**src/rtl/vram_arb_pkg.sv**
```systemverilog
// Shared types and constants for the VRAM processor-port arbiter.
// Requester indices, owner-state encoding and counter width helper.
package vram_arb_pkg;

   localparam int ADDR_W = 15;
   localparam int DATA_W = 16;

   localparam int REQ_VGA  = 0;
   localparam int REQ_CORE = 1;
   localparam int NUM_REQ  = 2;

   typedef enum logic [1:0] {
      IDLE    = 2'd0,
      VGA_RD  = 2'd1,
      CORE_RD = 2'd2
   } owner_e;

   function automatic int cnt_width(input int limit);
      return (limit < 1) ? 1 : $clog2(limit + 1);
   endfunction

endpackage

```
**src/rtl/arb_sat_counter.sv**
```systemverilog
// Saturating up-counter with synchronous clear; flags when it sits at LIMIT.
// Used as the core starvation guard in the ARB_STARVE_GUARD_EN build.
module arb_sat_counter
   import vram_arb_pkg::*;
#(
   parameter int LIMIT = 8,
   parameter int W     = cnt_width(LIMIT)
) (
   input  logic         clk,
   input  logic         reset,
   input  logic         inc,
   input  logic         clr,
   output logic         at_limit,
   output logic [W-1:0] count
);

   localparam logic [W-1:0] LIM = W'(LIMIT);

   always_ff @(posedge clk) begin
      if (reset || clr) begin
         count <= '0;
      end else if (inc && (count != LIM)) begin
         count <= count + 1'b1;
      end
   end

   assign at_limit = (count == LIM);

endmodule

```
**src/rtl/vram_port_arbiter.sv**
```systemverilog
// Arbitrates the processor-side VRAM port between VGA fetch and core load/store.
// Build with ARB_STARVE_GUARD_EN to add the core starvation guard.
module vram_port_arbiter
   import vram_arb_pkg::*;
#(
   parameter int ADDR_W = vram_arb_pkg::ADDR_W,
   parameter int DATA_W = vram_arb_pkg::DATA_W
`ifdef ARB_STARVE_GUARD_EN
   ,
   parameter int CORE_MAX_WAIT = 8
`endif
) (
   input  logic              clk,
   input  logic              reset,
   input  logic              vga_req,
   input  logic [ADDR_W-1:0] vga_addr,
   output logic              vga_gnt,
   output logic [DATA_W-1:0] vga_rdata,
   output logic              vga_rvalid,
   input  logic              core_req,
   input  logic              core_we,
   input  logic [ADDR_W-1:0] core_addr,
   input  logic [DATA_W-1:0] core_wdata,
   output logic              core_gnt,
   output logic [DATA_W-1:0] core_rdata,
   output logic              core_rvalid,
   output logic [ADDR_W-1:0] mem_addr,
   output logic              mem_we,
   output logic [DATA_W-1:0] mem_wdata,
   input  logic [DATA_W-1:0] mem_rdata
);

   owner_e             state;
   owner_e             state_nxt;
   logic [NUM_REQ-1:0] gnt;
   logic               starve;

`ifdef ARB_STARVE_GUARD_EN
   logic                           at_limit;
   logic [cnt_width(CORE_MAX_WAIT)-1:0] wait_cnt;

   arb_sat_counter #(
      .LIMIT (CORE_MAX_WAIT)
   ) u_wait_cnt (
      .clk      (clk),
      .reset    (reset),
      .inc      (core_req & ~gnt[REQ_CORE]),
      .clr      (gnt[REQ_CORE]),
      .at_limit (at_limit),
      .count    (wait_cnt)
   );

   // Core is forced through only when it would otherwise lose to VGA.
   assign starve = at_limit & vga_req & core_req;
`else
   assign starve = 1'b0;
`endif

   always_comb begin
      gnt = '0;
      if (!reset) begin
         if (vga_req && !starve) begin
            gnt[REQ_VGA] = 1'b1;
         end else if (core_req) begin
            gnt[REQ_CORE] = 1'b1;
         end
      end
   end

   assign vga_gnt  = gnt[REQ_VGA];
   assign core_gnt = gnt[REQ_CORE];

   // Idle port parks on the VGA address so a fresh VGA grant needs no mux change.
   always_comb begin
      mem_addr  = vga_addr;
      mem_we    = 1'b0;
      mem_wdata = core_wdata;
      if (reset) begin
         mem_addr = '0;
      end else if (gnt[REQ_CORE]) begin
         mem_addr = core_addr;
         mem_we   = core_we;
      end
   end

   always_comb begin
      state_nxt = IDLE;
      unique case (1'b1)
         gnt[REQ_VGA]:               state_nxt = VGA_RD;
         gnt[REQ_CORE] && !core_we:  state_nxt = CORE_RD;
         default:                    state_nxt = IDLE;
      endcase
   end

   always_ff @(posedge clk) begin
      if (reset) begin
         state <= IDLE;
      end else begin
         state <= state_nxt;
      end
   end

   // Gating with reset drops the in-flight read during the reset cycle itself.
   assign vga_rvalid  = (state == VGA_RD) && !reset;
   assign core_rvalid = (state == CORE_RD) && !reset;
   assign vga_rdata   = mem_rdata;
   assign core_rdata  = mem_rdata;

endmodule

```
**config.mk**
```make
export PLATFORM = sky130hd
export DESIGN_NAME = vram_port_arbiter
export DESIGN_NICKNAME = d
export VERILOG_FILES = /design/src/rtl/vram_arb_pkg.sv /design/src/rtl/arb_sat_counter.sv /design/src/rtl/vram_port_arbiter.sv
export SDC_FILE = /design/constraint.sdc
export NUM_CORES = 1
export LEC_CHECK = 0
export CORE_ASPECT_RATIO = 1.25
export CORE_UTILIZATION = 25
export DETAILED_ROUTE_END_ITERATION = 10
export PLACE_DENSITY = 0.87
export SLEW_MARGIN = 20
export SYNTH_ARGS = -nofsm -noshare
export SYNTH_HDL_FRONTEND = slang
export SYNTH_SLANG_ARGS = --single-unit
```
**constraint.sdc**
```tcl
create_clock -name clk -period 1.8 [get_ports clk]
set_input_delay 0.45 -clock clk [delete_from_list [all_inputs] [get_ports clk]]
set_output_delay 0.45 -clock clk [all_outputs]
set_load 0.05 [all_outputs]
```
==> impl_metrics.csv, run 1 <==
group,metric,value,unit
status,status,"completed",
worst_hold_path,min_path_type,"in -> reg",
routing,drtIter0Drc,8,
global_routing,track_usage,13.8,%
final_layout,finish.net_count,197,
placed_design,dp_hpwl,2110,microns
yosys,yosys_warnings,0,
cts,clock_tree.root_cell,"clkbuf_8",
final_layout,multi_input_area,512,sq um
final_layout,antenna_cells,0,
global_routing,grt_pass1_vias,851,
critical_path,cp-end-kind,"primary output",
routing,wl_per_cell,16.5,microns
yosys,synth_fp_nets,178,
sta,max_slew_margin,85.4,%
floorplanning,rows,23,
yosys,ys_ff_latch,2,
placed_design,io_buffers,54,
cts,clockBufferDepth,2,
sta,layout_worst_path_cycle_share,97.6,%
yosys,synth_area,897,sq um
power_and_ir_drop,ir_drop,0.000331,V
flow_run,drv_cap,0,
final_layout,final_core_util,42.6,%
sta,rsz0062_at_grt,"false",
sta,setup_violations,0,
sta,layout_min_cycle_time,1760,ps
routing,routed-via-count,775,
final_layout,largestRegisters,"state (2)",
floorplanning,initial_core_util,27.1,%
critical_path,worstPathArrival,1310,ps
global_routing,grt-ovfl-total,0,
cts,clkTransAtPathRegs,30,ps
cts,cts_sinks,2,
sta,finalHoldViolations,0,
global_routing,grt_pass1_wl,4040,microns
sta,fmax,569,MHz
yosys,synth_cell_types,17,
final_layout,area_growth,57.2,%
critical_path,crit_required,1350,ps
yosys,synth_area_per_cell,8.08,sq um
final_layout,top_register,"state",
yosys,synth_top_area_share,41.0,%
yosys,synthTopCellsByArea,"buf_4 41%, nand4bb_1 19%, nand2b_1 10%, o21ai_2 9.8%, dfxtp_1 4.5%",
sta,worstMarginPinSlew,219,ps
critical_path,setup.worst_path.class,"in -> out",
floorplanning,die_y,69.0,microns
routing,avgViaCountPerCell,4.70,
sta,fin_setup_tns,0,ps
power_and_ir_drop,cellPowerDensity,435,nW/um^2
cts,tritoncts,"done",
yosys,post-synth-top-area-cell,"buf_4",
critical_path,start_kind,"input pin",
global_routing,grt_start_max_net_pins,26,
power_and_ir_drop,p_leak,0.576,nW
cts,ctsHoldBuffers,0,
power_and_ir_drop,power,0.613,mW
routing,dr.pass1.iters,2,
final_layout,fillers,315,
floorplanning,num_io_pins,135,
cts,cts_made_buffers,3,
final_layout,largest_reg_flops,2,
cts,h-tree-depth,1,
floorplanning,core,3310,sq um
floorplanning,die_w,55.6,microns
placed_design,gp_congestion,0.693,
final_layout,drive_gt1_share,49.2,%
yosys,synthesis.instances,111,
critical_path,critPathMaxFanout,1,
routing,routed_wl,2720,microns
placed_design,dpl_worst_slack,-325,ps
final_layout,seq_area,40.0,sq um
routing,drcViolationCount,0,
cts,cts_setup_buffers,0,
sta,setup_slack,43.6,ps
floorplanning,die_area,3830,sq um
yosys,seq_area_frac_synth,4.46,%
global_routing,antenna_found_initial,0,
sta,fin_hold_ws,469,ps
routing,antenna_left,0,
sta,final_max_slew_viol_count,0,
## metal layers
layer	vias to the layer above	share of wire, %	wire, microns	global-route usage, %
met5	-	0	0	0
met3	26	7.3	199	2.61
met2	50	57	1550	27.9
met4	0	6.5	177	12.5
met1	335	29	791	11.7
li1	364	-	-	-
## cells by family (layout without fill, tap and decap cells)
family	count (synthesis)	count (layout)	share of synthesized area, %
AND/OR/NAND/NOR	39	39	37.8
AO/OA/AOI/OAI	15	15	12.6
flip-flops	2	2	4.46
buffers and inverters	55	72	45.2
## cell type report
class | instances | area share (%)
Clock buffer | 3 | 2.93
Sequential cell | 2 | 2.84
Tap cell | 37 | 3.28
Multi-Input combinational cell | 54 | 36.3
Timing Repair Buffer | 69 | 54.7
## worst max-delay path: stages
cell	delay, ps
clkdlybuf4s50_1	470
nand2b_1	70
o21ai_2	150
buf_6	170
## cells in the final DEF, fill, tap and decap left out
cell type        netlist  layout
buf_6                  0      20
dlymetal6s2s_1         0       2
nor2_1                 1       1
o21ai_2               10      15
nand2b_1              15      15
nor3b_4                0       2
nor3_1                 1       1
nand2b_4               1       1
clkdlybuf4s50_1        0      29
nor2b_1                2       1
buf_12                 0       7
dfxtp_1                2       2
nor2b_2                0       1
buf_4                 49       6
buf_2                  2       3
clkbuf_16              0       1
clkbuf_2               1       1
nand4bb_1             15      14
clkbuf_8               0       3
nand4bb_4              0       1
nor3b_2                1       1
nor2b_4                1       1
## synth_stat cells
library cell / n
nor3_1: 1
o21ai_2: 10
o21ai_1: 5
nand4bb_1: 15
nor3b_1: 2
nor2b_1: 2
nor2b_4: 1
nand2b_1: 15
nor2_1: 1
buf_4: 49
clkbuf_2: 1
buf_2: 2
clkbuf_1: 2
nor3b_2: 1
buf_8: 1
nand2b_4: 1
dfxtp_1: 2
## per-stage QoR
stage | cells | instance area (sq um)
floorplan | 111 | 935
global placement | 160 | 1250
detailed placement | 160 | 1250
CTS | 164 | 1370
global route | 165 | 1410
finish | 165 | 1410
## what timing repair did
action / 4_1_cts / 5_1_grt
cloned: 1 / 1
pin swaps: 23 / 2
resized for setup: 29 / 7
endpoints found under the setup margin: 20 / 15
## report_power, final
group	internal (mW)	switching, mW
combinational	0.197	0.189
sequential	0.0466	0.00128
clock	0.142	0.0374
total	0.385	0.228
## final timing paths
kind | start | end | slack, ps | depth (start not counted)
max | vga_addr[12] | mem_addr[12] | 40 | 4
min | core_we | state[1] | 470 | 2
Note: power is estimated with default switching activity, not from simulation.
==> run 2, diff against run 1 <==
--- a/config.mk
+++ b/config.mk
@@ -6,9 +6,10 @@
 export NUM_CORES = 1
 export LEC_CHECK = 0
 export CORE_ASPECT_RATIO = 1.25
-export CORE_UTILIZATION = 25
+export CORE_UTILIZATION = 21
 export DETAILED_ROUTE_END_ITERATION = 10
-export PLACE_DENSITY = 0.87
+export GPL_ROUTABILITY_DRIVEN = 0
+export PLACE_DENSITY = 0.77
 export SLEW_MARGIN = 20
 export SYNTH_ARGS = -nofsm -noshare
 export SYNTH_HDL_FRONTEND = slang
==> constraint.sdc (replaced) <==
create_clock -name clk -period 1.5 [get_ports clk]
set_input_delay 0.375 -clock clk [delete_from_list [all_inputs] [get_ports clk]]
set_output_delay 0.375 -clock clk [all_outputs]
set_load 0.05 [all_outputs]
==> run 2 against run 1 <==
Effect of this change:
- the run now ends with negative setup slack left
- global-route usage grew 0.43 points
- final area grew 33%
- non-clock buffer count shrank 2
- critical path depth grew 1
- sequential share of layout area shrank 0.70 points
- first-iteration DRC count grew 75%
- worst hold slack gained 42 ps
- combinational power grew 51%
- die area grew 18%
- wire length grew 12%
- critical endpoint is now mem_we
- highest routed layer unchanged
==> impl_metrics.csv, run 2 (synthesis results as in run 1) <==
group,metric,value,unit
status,status,"finished with violations",
status,violations,"negative setup slack",
final_layout,largest_reg_flops,2,
floorplanning,die_w,60.5,microns
cts,clockBufferDepth,2,
power_and_ir_drop,pwr-share-seq,6.8,%
routing,drcViolationCount,0,
power_and_ir_drop,p_comb_share,68.6,%
final_layout,area_growth,109,%
critical_path,cpMaxStageDelayCell,"nor3b_4",
power_and_ir_drop,p_leak,0.768,nW
cts,tritoncts,"done",
final_layout,antenna_cells,0,
power_and_ir_drop,power.internal,0.524,mW
placed_design,place_area,1510,sq um
global_routing,grt_pass1_vias,922,
sta,max_slew_margin,86.4,%
sta,layout_min_cycle_time,1540,ps
sta,setup_violations,4,
critical_path,critPathMaxFanout,6,
sta,worstMarginPinSlew,204,ps
critical_path,cp-end-kind,"primary output",
cts,cts_setup_buffers,0,
global_routing,track_usage,14.2,%
final_layout,top_register,"state",
power_and_ir_drop,power_switching,0.327,mW
critical_path,setup.worst_path.class,"in -> out",
critical_path,path_cells,"buf_12 -> buf_12 -> nand2b_4 -> nor3b_4 -> buf_12",
critical_path,crit_required,1120,ps
final_layout,largestRegisters,"state (2)",
power_and_ir_drop,ir_drop,0.000203,V
cts,clkTransAtPathRegs,30,ps
routing,routed.top_layer,"met4",
sta,layout_worst_path_cycle_share,103,%
cts,clock_tree.root_cell,"clkbuf_8",
critical_path,crit_top_cell,"buf_12",
global_routing,grt_start_max_net_pins,17,
floorplanning,core,4100,sq um
cts,cts_made_buffers,3,
final_layout,fin_cells,182,
critical_path,start_kind,"input pin",
final_layout,multi_input_area,908,sq um
critical_path,cp_top_family,"buffers and inverters",
placed_design,io_buffers,54,
global_routing,grt-ovfl-total,0,
sta,fin_hold_ws,511,ps
final_layout,stdcell_area,1870,sq um
floorplanning,initial_core_util,21.9,%
routing,m1WireLength,1010,microns
final_layout,drive_gt1_share,69.0,%
routing,antenna_left,0,
critical_path,cp_num_buf_inv,3,
final_layout,final_common_cell,"dlygate4sd2_1",
critical_path,slowest_delay,220,ps
floorplanning,rows,26,
routing,dr.pass1.iters,2,
global_routing,grt_pass1_wl,4620,microns
cts,ctsHoldBuffers,0,
final_layout,finish.net_count,195,
sta,setup_slack,-42.0,ps
sta,finalHoldViolations,0,
cts,cts_sinks,2,
sta,fin_setup_tns,-87.2,ps
floorplanning,die_y,75.1,microns
flow_run,drv_cap,0,
sta,fmax,649,MHz
floorplanning,die_area,4540,sq um
routing,drtIter0Drc,14,
power_and_ir_drop,swShare,38.4,%
sta,final_max_slew_viol_count,0,
power_and_ir_drop,cellPowerDensity,454,nW/um^2
critical_path,worstPathArrival,1170,ps
routing,routed-via-count,796,
floorplanning,num_io_pins,135,
placed_design,place_inst,175,
final_layout,most-common-layout-cells,"31 x dlygate4sd2_1, 18 x buf_6, 16 x nand2b_4",
routing,wl_met2,1730,microns
global_routing,antenna_found_initial,0,
power_and_ir_drop,power,0.851,mW
cts,h-tree-depth,1,
worst_hold_path,min_path_type,"in -> reg",
routing,routed_wl,3040,microns
sta,rsz0062_at_grt,"true",
final_layout,fillers,404,
routing,wl_met3,204,microns
placed_design,dp_hpwl,2030,microns
routing,wl_per_cell,16.7,microns
routing,avgViaCountPerCell,4.37,
power_and_ir_drop,p_clk_share,24.6,%
final_layout,seq_area,40.0,sq um
run 2: path summary, 6_finish.rpt:
kind	start	end	slack [ps]	cells past startpoint
worst max-delay path	vga_req	mem_we	-40	5
worst min-delay path	core_we	state[1]	510	2
run 2: per-stage QoR:
stage | setup WS, ps | utilization (%)
3_5_place_dp | -551 | 36.8
3_3_place_gp | -510 | 36.8
2_1_floorplan | -9.76 | -
6_report | -42.0 | 45.7
4_1_cts | -61.7 | 45.2
5_1_grt | -60.3 | 45.7
run 2: timing repair:
action,in CTS,in global routing
gates cloned,4,0
endpoints found under the setup margin,20,17
endpoints found under the hold margin,0,0
gates resized for setup,87,2
pin swaps,12,6
run 2: layout make-up:
| cell class | instances | share of cell area (%) |
|---|---|---|
| Tap cell | 56 | 3.74 |
| Timing Repair Buffer | 67 | 43.5 |
| Clock buffer | 3 | 2.20 |
| Sequential cell | 2 | 2.14 |
| Multi-Input combinational cell | 54 | 48.5 |
run 2: power groups by stage:
| stage | Sequential (mW) | Combinational, mW | Clock (mW) |
|---|---|---|---|
| after global routing | 0.0586 | 0.609 | 0.225 |
| after global placement | 0.0585 | 0.495 | 0 |
| after detailed placement | 0.0587 | 0.503 | 0 |
| final | 0.0582 | 0.584 | 0.209 |
| after CTS | 0.0582 | 0.586 | 0.212 |
| after floorplan | 0.0584 | 0.644 | 0 |
run 2: layer usage:
metal	GRT usage, %	vias up
met3	2.06	19
met5	0	-
met4	8.33	0
met1	13.7	374
li1	-	366
met2	27.8	37
==> run 3, diff against run 2 <==
--- a/config.mk
+++ b/config.mk
@@ -6,10 +6,11 @@
 export NUM_CORES = 1
 export LEC_CHECK = 0
 export CORE_ASPECT_RATIO = 1.25
-export CORE_UTILIZATION = 21
+export CORE_UTILIZATION = 23
 export DETAILED_ROUTE_END_ITERATION = 10
 export GPL_ROUTABILITY_DRIVEN = 0
-export PLACE_DENSITY = 0.77
+export MAX_ROUTING_LAYER = met4
+export PLACE_DENSITY = 0.81
 export SLEW_MARGIN = 20
 export SYNTH_ARGS = -nofsm -noshare
 export SYNTH_HDL_FRONTEND = slang
==> constraint.sdc (replaced) <==
create_clock -name clk -period 1.45 [get_ports clk]
set_input_delay 0.3625 -clock clk [delete_from_list [all_inputs] [get_ports clk]]
set_output_delay 0.3625 -clock clk [all_outputs]
set_load 0.05 [all_outputs]
==> run 3 against run 2 <==
Effect of this change:
- the run ends with design-rule violations, negative setup slack left
- cell count is 4.9% lower
- highest routed layer unchanged
- clock power is 7% higher
- count of clock-buffer cells in the layout stayed put
- die area is 8.4% lower
- wire length is 1.3% higher
==> impl_metrics.csv, run 3 (synthesis results as in run 1) <==
group,metric,value,unit
status,status,"finished with violations",
status,violations,"design-rule violations, negative setup slack",
worst_hold_path,min_path_type,"in -> reg",
routing,drtIter0Drc,23,
power_and_ir_drop,power,0.922,mW
critical_path,endpoint,"mem_we",
cts,clock_tree.root_cell,"clkbuf_8",
sta,rsz0062_at_grt,"true",
final_layout,finish.net_count,202,
placed_design,dpl_worst_slack,-514,ps
power_and_ir_drop,swShare,38.7,%
routing,routed_wl,3080,microns
cts,cts_sinks,2,
final_layout,antenna_cells,0,
routing,antenna_left,0,
routing,drcViolationCount,8,
critical_path,startpoint,"vga_req",
power_and_ir_drop,p_comb_share,69.2,%
critical_path,crit_required,1090,ps
final_layout,largestRegisters,"state (2)",
sta,setup_slack,-46.9,ps
global_routing,grt-ovfl-total,0,
placed_design,dp_hpwl,1970,microns
floorplanning,num_io_pins,135,
critical_path,setup.worst_path.class,"in -> out",
power_and_ir_drop,power.internal,0.565,mW
routing,routed-via-count,814,
cts,cts_made_buffers,3,
final_layout,most-common-layout-cells,"31 x dlygate4sd2_1, 21 x buf_6, 16 x nand2b_4",
floorplanning,die_w,57.9,microns
floorplanning,rows,25,
critical_path,critPathMaxFanout,5,
critical_path,cp-end-kind,"primary output",
cts,clockBufferDepth,2,
global_routing,grt_pass1_wl,4290,microns
critical_path,worstPathArrival,1130,ps
sta,layout_worst_path_cycle_share,103,%
routing,avgViaCountPerCell,4.71,
power_and_ir_drop,pwr-share-seq,6.5,%
floorplanning,initial_core_util,23.9,%
placed_design,io_buffers,54,
final_layout,fillers,313,
sta,finalHoldViolations,0,
routing,dr.pass1.iters,7,
cts,h-tree-depth,1,
sta,fin_hold_ws,481,ps
final_layout,final_common_cell,"dlygate4sd2_1",
power_and_ir_drop,power_switching,0.356,mW
final_layout,area_growth,121,%
floorplanning,core,3750,sq um
routing,wl_per_cell,17.8,microns
final_layout,drive_gt1_share,73.7,%
final_layout,top_register,"state",
flow_run,drv_cap,0,
cts,clkTransAtPathRegs,30,ps
critical_path,start_kind,"input pin",
cts,ctsHoldBuffers,0,
global_routing,track_usage,14.2,%
floorplanning,die_y,71.8,microns
cts,tritoncts,"done",
floorplanning,die_area,4160,sq um
power_and_ir_drop,p_leak,0.822,nW
global_routing,grt_pass1_vias,900,
worst_hold_path,whs_path_depth,2,
power_and_ir_drop,ir_drop,0.000191,V
sta,setup_violations,14,
power_and_ir_drop,p_clk_share,24.3,%
sta,final_max_slew_viol_count,0,
global_routing,grt_start_max_net_pins,12,
sta,worstMarginPinSlew,197,ps
global_routing,antenna_found_initial,0,
power_and_ir_drop,cellPowerDensity,465,nW/um^2
sta,layout_min_cycle_time,1500,ps
sta,fmax,668,MHz
sta,max_slew_margin,86.8,%
final_layout,largest_reg_flops,2,
[run 3: cell types whose count changed in the layout (fill, tap and decap cells not counted), sizes merged]
cell | previous run | this run
clkbuf | 3 | 5
buf | 36 | 41
[run 3: area by class of cell]
type	instances	area, sq um	share of cell area, %
timing repair buffer	74	878	44.3
multi-input combinational	54	973	49.1
tap	40	50.0	2.52
clock buffer	3	41.3	2.08
sequential	2	40.0	2.02
[run 3: repair_timing]
item                       4_1_cts  5_1_grt
setup endpoints to repair       20       16
pin swaps                        3       13
cloned                           3        2
gates resized for setup         88       13
setup buffers                    5        0
[run 3: worst min-delay path by stage]
stage	startpoint	end	slack (ps)
floorplan	core_we	state[1]	440
global placement	core_wdata[10]	mem_wdata[10]	730
detailed placement	core_wdata[10]	mem_wdata[10]	730
CTS	core_we	state[1]	470
global route	core_we	state[1]	490
finish	core_we	state[1]	480
[run 3: metrics by stage]
step                instance area (sq um)  util, %  cells  setup TNS, ps
CTS                                  1880     50.2    171           -550
global route                         1980     52.8    173           -529
detailed placement                   1460     38.9    160          -9110
floorplan                            1220        -    111           -167
global placement                     1460     38.9    160          -8870
finish                               1980     52.8    173           -208
[run 3: critical path, cell delays in order]
cell and delay [ps]:
buf_8 110, buf_6 120, nand2b_4 160, nor3b_4 220, buf_12 170
[run 3: power groups by stage]
stage / sequential [mW] / clock [mW] / combinational [mW]
floorplan: 0.0604 / 0 / 0.669
global placement: 0.0605 / 0 / 0.500
detailed placement: 0.0606 / 0 / 0.507
CTS: 0.0600 / 0.233 / 0.605
global route: 0.0602 / 0.246 / 0.659
finish: 0.0600 / 0.224 / 0.637
[run 3: metal layers]
metal  up-vias  global-route usage [%]  routed length [microns]
met4         0                    10.8                       95
li1        378                       -                        -
met1       379                    13.9                     1070
met3        18                    3.25                      169
met2        39                    24.0                     1750
met5         -                       -                        0
